### src/rtl/pc_unit.sv
// Architectural PC register with next-PC selection, trap entry/return and a
// RUN/HANDLER/HALT state machine that freezes the core on a double fault.
module pc_unit #(
    parameter int              XLEN         = 32,
    parameter logic [XLEN-1:0] RESET_VECTOR = '0,
    parameter int              IALIGN       = 32
) (
    input  logic            clk,
    input  logic            rst,
    input  logic            stall,
    input  logic [1:0]      pc_src,
    input  logic            branch_taken,
    input  logic [XLEN-1:0] imm,
    input  logic [XLEN-1:0] alu_result,
    input  logic            is_compressed,
    input  logic            trap_req,
    input  logic [XLEN-1:0] trap_vector,
    input  logic            mret,
    input  logic [XLEN-1:0] mepc_in,
    output logic [XLEN-1:0] pc,
    output logic [XLEN-1:0] pc_plus,
    output logic            exc_valid,
    output logic [1:0]      exc_cause,
    output logic [XLEN-1:0] exc_epc,
    output logic [XLEN-1:0] exc_tval,
    output logic            in_handler,
    output logic            halted
);

    typedef enum logic [1:0] {
        ST_RUN,
        ST_HANDLER,
        ST_HALT
    } state_t;

    localparam logic [1:0] CAUSE_MISALIGNED = 2'b00;
    localparam logic [1:0] CAUSE_TRAP       = 2'b01;

    localparam logic [XLEN-1:0] MRET_MASK = (IALIGN == 16) ?
        {{(XLEN-1){1'b1}}, 1'b0} : {{(XLEN-2){1'b1}}, 2'b00};

    state_t          state_q, state_d;
    logic [XLEN-1:0] pc_q, pc_d;
    logic            exc_valid_q, exc_valid_d;
    logic [1:0]      exc_cause_q, exc_cause_d;
    logic [XLEN-1:0] exc_epc_q, exc_epc_d;
    logic [XLEN-1:0] exc_tval_q, exc_tval_d;

    logic [XLEN-1:0] inst_len;
    logic [XLEN-1:0] seq_target;
    logic [XLEN-1:0] rel_target;
    logic [XLEN-1:0] target;
    logic [XLEN-1:0] trap_target;
    logic [XLEN-1:0] mret_target;
    logic            check_align;
    logic            misaligned;
    logic            trap_event;
    logic            unused_bits;

    assign unused_bits = ^{trap_vector[1:0], alu_result[0]};

    // Candidate target and alignment fault; only control transfers are checked.
    always_comb begin
        inst_len    = (IALIGN == 16 && is_compressed) ? XLEN'(2) : XLEN'(4);
        seq_target  = pc_q + inst_len;
        rel_target  = pc_q + imm;
        trap_target = {trap_vector[XLEN-1:2], 2'b00};
        mret_target = mepc_in & MRET_MASK;
        target      = seq_target;
        check_align = 1'b0;
        unique case (pc_src)
            2'b00: target = seq_target;
            2'b01: begin
                target      = branch_taken ? rel_target : seq_target;
                check_align = branch_taken;
            end
            2'b10: begin
                target      = rel_target;
                check_align = 1'b1;
            end
            default: begin
                target      = {alu_result[XLEN-1:1], 1'b0};
                check_align = 1'b1;
            end
        endcase
        if (IALIGN == 16) begin
            misaligned = check_align && target[0];
        end else begin
            misaligned = check_align && (target[1:0] != 2'b00);
        end
        trap_event = trap_req || misaligned;
    end

    always_comb begin
        state_d     = state_q;
        pc_d        = pc_q;
        exc_valid_d = 1'b0;
        exc_cause_d = exc_cause_q;
        exc_epc_d   = exc_epc_q;
        exc_tval_d  = exc_tval_q;
        if (state_q == ST_HALT || stall) begin
            state_d = state_q;
        end else if (trap_event) begin
            // A fault inside the handler is unrecoverable: freeze everything.
            if (state_q == ST_HANDLER) begin
                state_d = ST_HALT;
            end else begin
                state_d     = ST_HANDLER;
                pc_d        = trap_target;
                exc_valid_d = 1'b1;
                exc_epc_d   = pc_q;
                exc_cause_d = trap_req ? CAUSE_TRAP : CAUSE_MISALIGNED;
                exc_tval_d  = trap_req ? '0 : target;
            end
        end else if (mret) begin
            state_d = ST_RUN;
            pc_d    = mret_target;
        end else begin
            pc_d = target;
        end
    end

    always_ff @(posedge clk) begin
        if (rst) begin
            state_q     <= ST_RUN;
            pc_q        <= RESET_VECTOR;
            exc_valid_q <= 1'b0;
            exc_cause_q <= 2'b00;
            exc_epc_q   <= '0;
            exc_tval_q  <= '0;
        end else begin
            state_q     <= state_d;
            pc_q        <= pc_d;
            exc_valid_q <= exc_valid_d;
            exc_cause_q <= exc_cause_d;
            exc_epc_q   <= exc_epc_d;
            exc_tval_q  <= exc_tval_d;
        end
    end

    assign pc         = pc_q;
    assign pc_plus    = seq_target;
    assign exc_valid  = exc_valid_q;
    assign exc_cause  = exc_cause_q;
    assign exc_epc    = exc_epc_q;
    assign exc_tval   = exc_tval_q;
    assign in_handler = (state_q == ST_HANDLER);
    assign halted     = (state_q == ST_HALT);

endmodule

### config.mk
export PLATFORM = sky130hd
export DESIGN_NAME = pc_unit
export DESIGN_NICKNAME = d
export VERILOG_FILES = /design/src/rtl/pc_unit.sv
export SDC_FILE = /design/constraint.sdc
export NUM_CORES = 1
export LEC_CHECK = 0
export CORE_MARGIN = 5
export CORE_UTILIZATION = 41
export DETAILED_ROUTE_END_ITERATION = 10
export PLACE_DENSITY = 0.86
export SLEW_MARGIN = 25
export SYNTH_ARGS = -nofsm -noshare
export SYNTH_HDL_FRONTEND = slang
export SYNTH_SLANG_ARGS = --single-unit
### constraint.sdc
create_clock -name clk -period 8.6 [get_ports clk]
set_input_delay 0.86 -clock clk [delete_from_list [all_inputs] [get_ports clk]]
set_output_delay 0.86 -clock clk [all_outputs]
set_load 0.01 [all_outputs]
==> results.yml, run 1 <==
finish:
  nets: 1337
  fill_cells: 1643
  layout_commonest_cell: "clkdlybuf4s50_1"
  layout_common_cells: "261 x clkdlybuf4s50_1, 145 x nand2_1, 116 x a21oi_1, 100 x dfxtp_1, 62 x nor2_1"
  design_area_mm2: 0.0101
  syn2layout_area_growth_pct: 41.3
  antenna_cells: 0
  drive_gt1_share_pct: 4.44
routing:
  wirelength_um: 31500
  antenna_left: 0
  wire_per_inst_um: 22.6
  drc_errors: 0
  via_per_inst: 6.04
  drtIter0Drc: 726
  drt_pass1_iterations: 6
  num_vias: 8439
die:
  rows: 48
  io_pins: 270
  die_w_um: 142
  core_mm2: 0.0172
  fp.dieH_um: 142
  start_util_pct: 41.5
  die_area_mm2: 0.0201
critical_path:
  path_buf_inv: 4
  cpMaxStageDelayCell: "fa_1"
  worstPathRequired_ns: 8.88
  path_class: "primary input to register"
  cpLargestDelayFamily: "simple AND/OR/NAND/NOR gates"
  endpoint_kind: "register"
  reg2reg_slack_ns: 4.38
  cp_common_cell: "buf_4"
  critPathMaxStageDelay_ns: 0.58
  cp-start-kind: "primary input"
  crit_chain: "clkdlybuf4s50_1, ha_1, inv_1, fa_1, nand2b_1, and3_1, o311ai_2, and2_1, buf_4, nand2_4, buf_4, or4_1, a21oi_1"
  cp_max_fo: 52
  arrival_ns: 4.92
timing:
  slew-limit-headroom_pct: 33.8
  rsz0062_at_grt: "false"
  fin_worst_hold_slack_ns: 0.454
  fmax_mhz: 215
  drv_slew: 0
  final.setup_skew_ns: 0.00762
  min_period_over_period_pct: 54.0
  final.setup.tns_ns: 0
  setup_viol_count_final: 0
  worstMarginPinSlew_ns: 0.990
  fin_crit_ns: 4.65
  hold_violations: 0
grt:
  grt.overflow.total: 0
  grt_max_degree: 82
  grt_usage_pct: 30.4
  grt_pass1_vias: 8327
  grt_pass1_wl_um: 47700
  antenna_found_initial: 0
job:
  cap_violations: 0
clock_tree:
  cts_tree: "yes"
  clkSlewWorstSetupHoldPaths_ns: 0.07
  cts_resized: 0
  hold_buffers: 0
  cts_inserted_buffers: 9
  cts_max_path_buffers: 2
  cts.sinks: 100
  h-tree-depth: 3
  clockRootBuffer: "clkbuf_16"
  clk_latency_ns: 0.35
  post_cts_buffers: 0
pwr:
  power.density_mw_per_mm2: 154
  peakVddDrop_v: 0.000121
  leakagePower_uw: 0.00375
logic_synthesis:
  yosysWarningCount: 0
  synth_cell_types: 79
  avgSynthCellArea_um2: 7.47
  seq_area_frac_synth_pct: 28.1
  netlist_instances: 954
  synth_ff_type: "dfxtp_1"
  syn_nets: 1124
  synth_edf_count: 0
  synth-seq-cells: 100
  async_reset_ff_share_pct: 0
  syn-cell-area_mm2: 0.00713
place:
  hpwl_um: 24100
  place.gp.congestion: 0.960
  io_buffer_count: 262
  place_area_mm2: 0.00979
status:
  status: "completed"
worst_hold_path:
  hp-class: "register to register"
[layer usage]
metal	vias to the layer above	part of all wire (%)	track usage (%)	wire, um
met5	-	0	0	0
met4	0	5.4	14.8	1720
met3	82	9.2	7.31	2910
met2	473	46	50.5	14500
met1	3940	39	36.7	12500
li1	3944	-	-	-
[metrics by stage]
step                      setup slack (ns)  util, %  total power, uW  instances
after CTS                             3.96     58.7             1550       1397
final                                 3.95     58.7             1550       1397
after global routing                  3.79     58.7             1630       1397
after floorplan                       5.41        -              879        954
after detailed placement              3.60     57.0             1160       1381
after global placement                3.64     57.0             1160       1381
[registers in the layout, indices dropped and copies added, names as in the netlist]
| register | count |
|---|---|
| exc_tval | 32 |
| state_q | 2 |
| pc | 32 |
| exc_valid | 1 |
| exc_epc | 32 |
| exc_cause | 1 |
[logic make-up after synthesis]
kind of cell | synth area share [%]
compound gates | 30.6
xor+xnor | 5.84
fa+ha+maj | 5.90
flops | 28.1
other cells | 0.0526
buf+inv | 5.25
simple gates | 23.8
mux | 0.421
[layout make-up]
class	count	area, um^2	share of cell area [%]
flip-flops and latches	100	2000	19.9
well taps	225	282	2.79
repair buffers	270	2680	26.6
clock inverters	6	46.3	0.459
clock buffers	10	239	2.37
multi-input cells	768	4760	47.3
inverters	18	67.6	0.671
[report_power, final]
| part | total (uW) | leakage, uW | internal (uW) | switching [uW] |
|---|---|---|---|---|
| Sequential | 562 | 0.000817 | 496 | 65.3 |
| Clock | 392 | 0.000135 | 206 | 186 |
| Combinational | 601 | 0.00279 | 273 | 328 |
| Total | 1550 | 0.00375 | 976 | 579 |
[worst paths after layout]
check	to	startpoint	cells past startpoint
hold / removal	exc_epc[5]$_SDFFE_PP0P_	exc_epc[5]$_SDFFE_PP0P_	2
hold reg to reg	exc_epc[5]$_SDFFE_PP0P_	exc_epc[5]$_SDFFE_PP0P_	2
setup / recovery	exc_tval[9]$_SDFFE_PP0P_	imm[0]	13
setup reg to reg	exc_tval[9]$_SDFFE_PP0P_	pc[0]$_SDFFE_PP0P_	12
[worst register-to-register path, cell delays in order (launching register included)]
cell	delay, ns
dfxtp_1	0.48
ha_1	0.30
inv_1	0.07
fa_1	0.58
nand2b_1	0.08
and3_1	0.22
o311ai_2	0.30
and2_1	0.17
buf_4	0.37
nand2_4	0.42
buf_4	0.44
or4_1	0.59
a21oi_1	0.15
[synth_stat cells (all sizes together) (8+ instances only)]
cell type,n,area share (%)
a211oi,19,2.3
ha,32,5.6
o21ai,41,2.9
and3,13,1.1
xnor2,25,3.1
clkbuf,36,1.9
nand2,146,7.7
dfxtp,100,28
nand4,15,1.4
or4,8,0.84
buf,32,2.4
nand3,38,2.7
inv,18,0.95
nor2,65,3.6
a21oi,117,8.3
o221ai,18,2.2
a21o,26,2.7
xor2,20,2.8
a211o,8,0.98
o22ai,22,1.9
a22oi,10,1.1
o211ai,16,1.7
nor3,33,2.5
Power figures use the tool's default switching activity.
==> run 2: changes to the inputs <==
==> constraint.sdc (replaced) <==
create_clock -name clk -period 4.6 [get_ports clk]
set_input_delay 0.46 -clock clk [delete_from_list [all_inputs] [get_ports clk]]
set_output_delay 0.46 -clock clk [all_outputs]
set_load 0.01 [all_outputs]
==> run 2 against run 1 <==
Against the previous run: die area stayed put; via count is 2.0% higher; combinational power is 93% higher; sequential share of layout area is 0.20 points lower; sequential cell count stayed put; clock power is 100% higher; global-route usage is 0.45 points higher; critical path depth is 2 lower; wire length is 1.9% higher; register-to-register slack worse by 3.4 ns; setup slack worse by 3.0 ns; critical endpoint is now pc[25]$_SDFFE_PP0P_; highest routed layer unchanged.
==> results.yml, run 2 (synthesis gave the netlist of run 1 again) <==
clock_tree:
  clkSlewWorstSetupHoldPaths_ns: 0.07
  cts_resized: 0
  cts_inserted_buffers: 9
  cts.sinks: 100
  post_cts_buffers: 0
  clk_latency_ns: 0.35
  clockRootBuffer: "clkbuf_16"
  h-tree-depth: 3
  cts_max_path_buffers: 2
  hold_buffers: 0
  cts_tree: "yes"
pwr:
  power.density_mw_per_mm2: 293
  p_total_uw: 2980
  peakVddDrop_v: 0.000214
  leakagePower_uw: 0.00380
critical_path:
  rr_worst_depth: 10
  r2r_end: "pc[25]$_SDFFE_PP0P_"
  r2r_start: "pc[0]$_SDFFE_PP0P_"
  arrival_ns: 3.88
  cp_max_fo: 20
  worstPathRequired_ns: 4.81
  path_class: "primary input to register"
  endpoint_kind: "register"
  cp-start-kind: "primary input"
  reg2reg_slack_ns: 0.97
die:
  die_w_um: 142
  die_area_mm2: 0.0201
  core_mm2: 0.0172
  rows: 48
  start_util_pct: 41.5
  io_pins: 270
  fp.dieH_um: 142
finish:
  fill_cells: 1561
  syn2layout_area_growth_pct: 42.7
  multi_input_area_mm2: 0.00476
  drive_gt1_share_pct: 5.25
  layout_commonest_cell: "clkdlybuf4s50_1"
  layout_common_cells: "261 x clkdlybuf4s50_1, 145 x nand2_1, 116 x a21oi_1, 100 x dfxtp_1, 62 x nor2_1"
  nets: 1347
  design_area_mm2: 0.0102
  antenna_cells: 0
  seq_area_mm2: 0.00200
  post-route-util_pct: 59.2
grt:
  grt_usage_pct: 30.8
  antenna_found_initial: 0
  grt_max_degree: 54
  grt_pass1_vias: 8386
  grt_pass1_wl_um: 48100
  grt.overflow.total: 0
timing:
  slew-limit-headroom_pct: 41.1
  final.setup_skew_ns: 0.00678
  worstMarginPinSlew_ns: 0.883
  final.setup.tns_ns: 0
  rsz0062_at_grt: "false"
  fmax_mhz: 272
  setup_viol_count_final: 0
  hold_violations: 0
  fin_crit_ns: 3.68
  drv_slew: 0
  min_period_over_period_pct: 79.9
worst_hold_path:
  hold_end: "exc_tval[19]$_SDFFE_PP0P_"
  hold_start: "exc_tval[19]$_SDFFE_PP0P_"
  hp-class: "register to register"
  hold_depth: 2
routing:
  drc_errors: 0
  wire_per_inst_um: 22.9
  wirelength_um: 32200
  antenna_left: 0
  drtIter0Drc: 736
  num_vias: 8608
  drt_pass1_iterations: 7
  via_per_inst: 6.12
status:
  status: "completed"
place:
  io_buffer_count: 262
  place_area_mm2: 0.00987
  place.gp.congestion: 0.976
  hpwl_um: 24600
job:
  cap_violations: 0
run 2: cell types whose count changed in the layout (fill, tap and decap cells not counted), sizes merged:
cell | previous run | this run
clkinv | 2 | 1
buf | 9 | 19
bufinv | 0 | 1
run 2: how the worst max path moves through the flow:
stage,cells after the start,start,slack (ns),to
finish,11,imm[0],0.92,pc[25]$_SDFFE_PP0P_
global route,10,pc[0]$_SDFFE_PP0P_,0.86,pc[25]$_SDFFE_PP0P_
CTS,11,imm[0],1.02,pc[25]$_SDFFE_PP0P_
detailed placement,11,imm[0],0.68,pc[25]$_SDFFE_PP0P_
global placement,11,imm[0],0.73,pc[25]$_SDFFE_PP0P_
floorplan,12,pc[0]$_SDFFE_PP0P_,1.79,exc_tval[16]$_SDFFE_PP0P_
run 2: per-stage QoR:
step	hold WS (ns)	cells	worst slack, ns
floorplan	0.476	954	1.79
global placement	0.441	1391	0.728
detailed placement	0.446	1391	0.677
CTS	0.455	1407	1.02
global route	0.472	1407	0.860
finish	0.453	1407	0.924
run 2: layer usage:
| layer | global-route usage [%] | share of wire, % | vias up |
|---|---|---|---|
| met5 | 0 | 0 | - |
| met2 | 50.5 | 46 | 543 |
| met3 | 7.01 | 9.9 | 99 |
| met4 | 15.1 | 5.6 | 0 |
| met1 | 38.1 | 39 | 4004 |
| li1 | - | - | 3962 |
run 2: layout make-up:
cell class | instances | area share (%)
clock buffer | 10 | 2.35
clock inverter | 6 | 0.701
inverter | 18 | 0.664
multi-input combinational | 768 | 46.8
sequential | 100 | 19.7
tap | 225 | 2.77
timing repair buffer | 280 | 27.1
run 2: report_power, final:
| group | total, uW | leakage [uW] | switching, uW | internal, uW |
|---|---|---|---|---|
| combinational | 1160 | 0.00284 | 634 | 522 |
| sequential | 1040 | 0.000817 | 113 | 928 |
| clock | 788 | 0.000146 | 347 | 441 |
| total | 2980 | 0.00380 | 1090 | 1890 |
run 2: worst max-delay path, stage by stage:
cell	delay, ns
clkdlybuf4s50_1	0.46
ha_1	0.23
inv_1	0.07
fa_1	0.60
nand2b_1	0.08
and3_1	0.22
nor3_1	0.32
o21ba_2	0.51
nand2_1	0.29
nor2_1	0.49
a211oi_1	0.15
==> run 3: changes to the inputs <==
--- a/config.mk
+++ b/config.mk
@@ -8,7 +8,7 @@
 export CORE_MARGIN = 5
 export CORE_UTILIZATION = 41
 export DETAILED_ROUTE_END_ITERATION = 10
-export PLACE_DENSITY = 0.86
+export PLACE_DENSITY = 0.89
 export SLEW_MARGIN = 25
 export SYNTH_ARGS = -nofsm -noshare
 export SYNTH_HDL_FRONTEND = slang
==> constraint.sdc (replaced) <==
create_clock -name clk -period 3 [get_ports clk]
set_input_delay 0.3 -clock clk [delete_from_list [all_inputs] [get_ports clk]]
set_output_delay 0.3 -clock clk [all_outputs]
set_load 0.01 [all_outputs]
==> run 3 against run 2 <==
Against the previous run: worst hold slack improved by 0.0054 ns; cell area grew 12%; non-clock buffer count increased by 137; critical endpoint is now exc_tval[17]$_SDFFE_PP0P_; largest power group unchanged.
==> results.yml, run 3 (synthesis gave the netlist of run 1 again) <==
pwr:
  p_total_uw: 4920
  power.density_mw_per_mm2: 432
  leakagePower_uw: 0.00458
  peakVddDrop_v: 0.000280
status:
  status: "completed"
die:
  start_util_pct: 41.5
  core_mm2: 0.0172
  die_area_mm2: 0.0201
  fp.dieH_um: 142
  rows: 48
  io_pins: 270
  die_w_um: 142
critical_path:
  arrival_ns: 3.23
  critPathMaxStageDelay_ns: 0.53
  worstPathRequired_ns: 3.29
  cp-start-kind: "register"
  endpoint_kind: "register"
  cpLargestDelayFamily: "compound AO/OA/AOI/OAI gates"
  path_buf_inv: 3
  cpMaxStageDelayCell: "fa_2"
  r2r_start: "pc[0]$_SDFFE_PP0P_"
  reg2reg_slack_ns: 0.06
  cp_max_fo: 6
  crit_chain: "ha_2, inv_1, fa_2, a311oi_4, buf_4, nor3_2, o21bai_2, nand2_8, buf_6, or2_0, a211o_1, a21oi_1"
  startpoint: "pc[0]$_SDFFE_PP0P_"
  path_class: "register to register"
clock_tree:
  cts_max_path_buffers: 2
  hold_buffers: 0
  clkSlewWorstSetupHoldPaths_ns: 0.07
  cts_tree: "yes"
  h-tree-depth: 3
  clk_latency_ns: 0.35
  cts.sinks: 100
  cts_inserted_buffers: 9
  clockRootBuffer: "clkbuf_16"
routing:
  drc_errors: 0
  wire_per_inst_um: 22.8
  antenna_left: 0
  drtIter0Drc: 965
  wirelength_um: 35100
  num_vias: 9435
  via_per_inst: 6.11
  drt_pass1_iterations: 6
place:
  place_area_mm2: 0.0109
  hpwl_um: 27700
  io_buffer_count: 262
  place.gp.congestion: 1.02
  placed_cells: 1521
grt:
  grt_pass1_vias: 9315
  grt_usage_pct: 33.1
  grt_pass1_wl_um: 51700
  grt.overflow.total: 0
  grt_max_degree: 43
  antenna_found_initial: 1
timing:
  worstMarginPinSlew_ns: 0.860
  slew-limit-headroom_pct: 42.6
  final.setup_skew_ns: 0.00639
  hold_violations: 0
  fin_crit_ns: 2.94
  drv_slew: 0
  min_period_over_period_pct: 98.1
  setup_viol_count_final: 0
  fmax_mhz: 340
worst_hold_path:
  hp-class: "register to register"
  hold_start: "exc_epc[2]$_SDFFE_PP0P_"
finish:
  design_area_mm2: 0.0114
  fill_cells: 1489
  layout_common_cells: "257 x clkdlybuf4s50_1, 151 x buf_4, 144 x nand2_1, 115 x a21oi_1, 87 x dfxtp_1"
  antenna_cells: 0
  syn2layout_area_growth_pct: 59.6
  stdcell_count: 1544
  layout_commonest_cell: "clkdlybuf4s50_1"
  nets: 1484
  drive_gt1_share_pct: 17.4
job:
  cap_violations: 0
==> run 3: changes by cell type in the layout (fill, tap and decap cells not counted), moves of 4 or more <==
cell,delta
dlymetal6s2s_1,+4
dfxtp_2,+13
buf_4,+133
clkdlybuf4s50_1,-4
dfxtp_1,-13
==> run 3: tightest hold or removal path: stages (launching register included) <==
cell     delay, ns
dfxtp_1       0.31
nand2_1       0.05
a21oi_1       0.05
==> run 3: path summary, 6_finish.rpt <==
check / to / cells after the start
worst max register to register: exc_tval[17]$_SDFFE_PP0P_ / 12
worst min register to register: exc_epc[2]$_SDFFE_PP0P_ / 2
worst min-delay path: exc_epc[2]$_SDFFE_PP0P_ / 2
worst max-delay path: exc_tval[17]$_SDFFE_PP0P_ / 12
==> run 3: metal layers <==
| metal | global-route usage, % | up-vias | routed length, um |
|---|---|---|---|
| met1 | 38.6 | 4324 | 12500 |
| met5 | 0 | - | 20 |
| met3 | 7.65 | 166 | 3840 |
| met4 | 20.9 | 2 | 2680 |
| met2 | 54.4 | 704 | 16100 |
| li1 | - | 4239 | - |
==> run 3: repair_timing <==
item	in CTS	in global routing
pin swaps	0	14
endpoints found under the setup margin	22	88
buffers inserted	1	6
resized for setup	11	38
==> run 3: per-stage QoR <==
stage	worst slack [ns]	hold WS, ns	util (%)	TNS, ns
after floorplan	0.191	0.462	-	0
after global placement	-0.360	0.441	63.2	-20.00
after detailed placement	-0.466	0.448	63.2	-25.05
after CTS	-0.00905	0.460	65.3	-0.00905
after global routing	-0.000177	0.479	66.3	-0.000177
final	0.0565	0.459	66.3	0
==> run 3: area by class of cell <==
class	count	area, um^2	share of cell area (%)
timing repair buffer	417	3810	33.5
multi-input combinational	768	4890	42.9
clock buffer	11	253	2.22
sequential	100	2020	17.7
clock inverter	5	60.1	0.528
tap	225	282	2.47
inverter	18	67.6	0.594
==> run 3: power by group <==
part / leakage, uW / internal [uW] / total (uW) / switching [uW]
clock network: 0.000152 / 694 / 1220 / 524
registers: 0.000821 / 1430 / 1560 / 137
logic: 0.00361 / 1030 / 2140 / 1110
total: 0.00458 / 3150 / 4920 / 1770
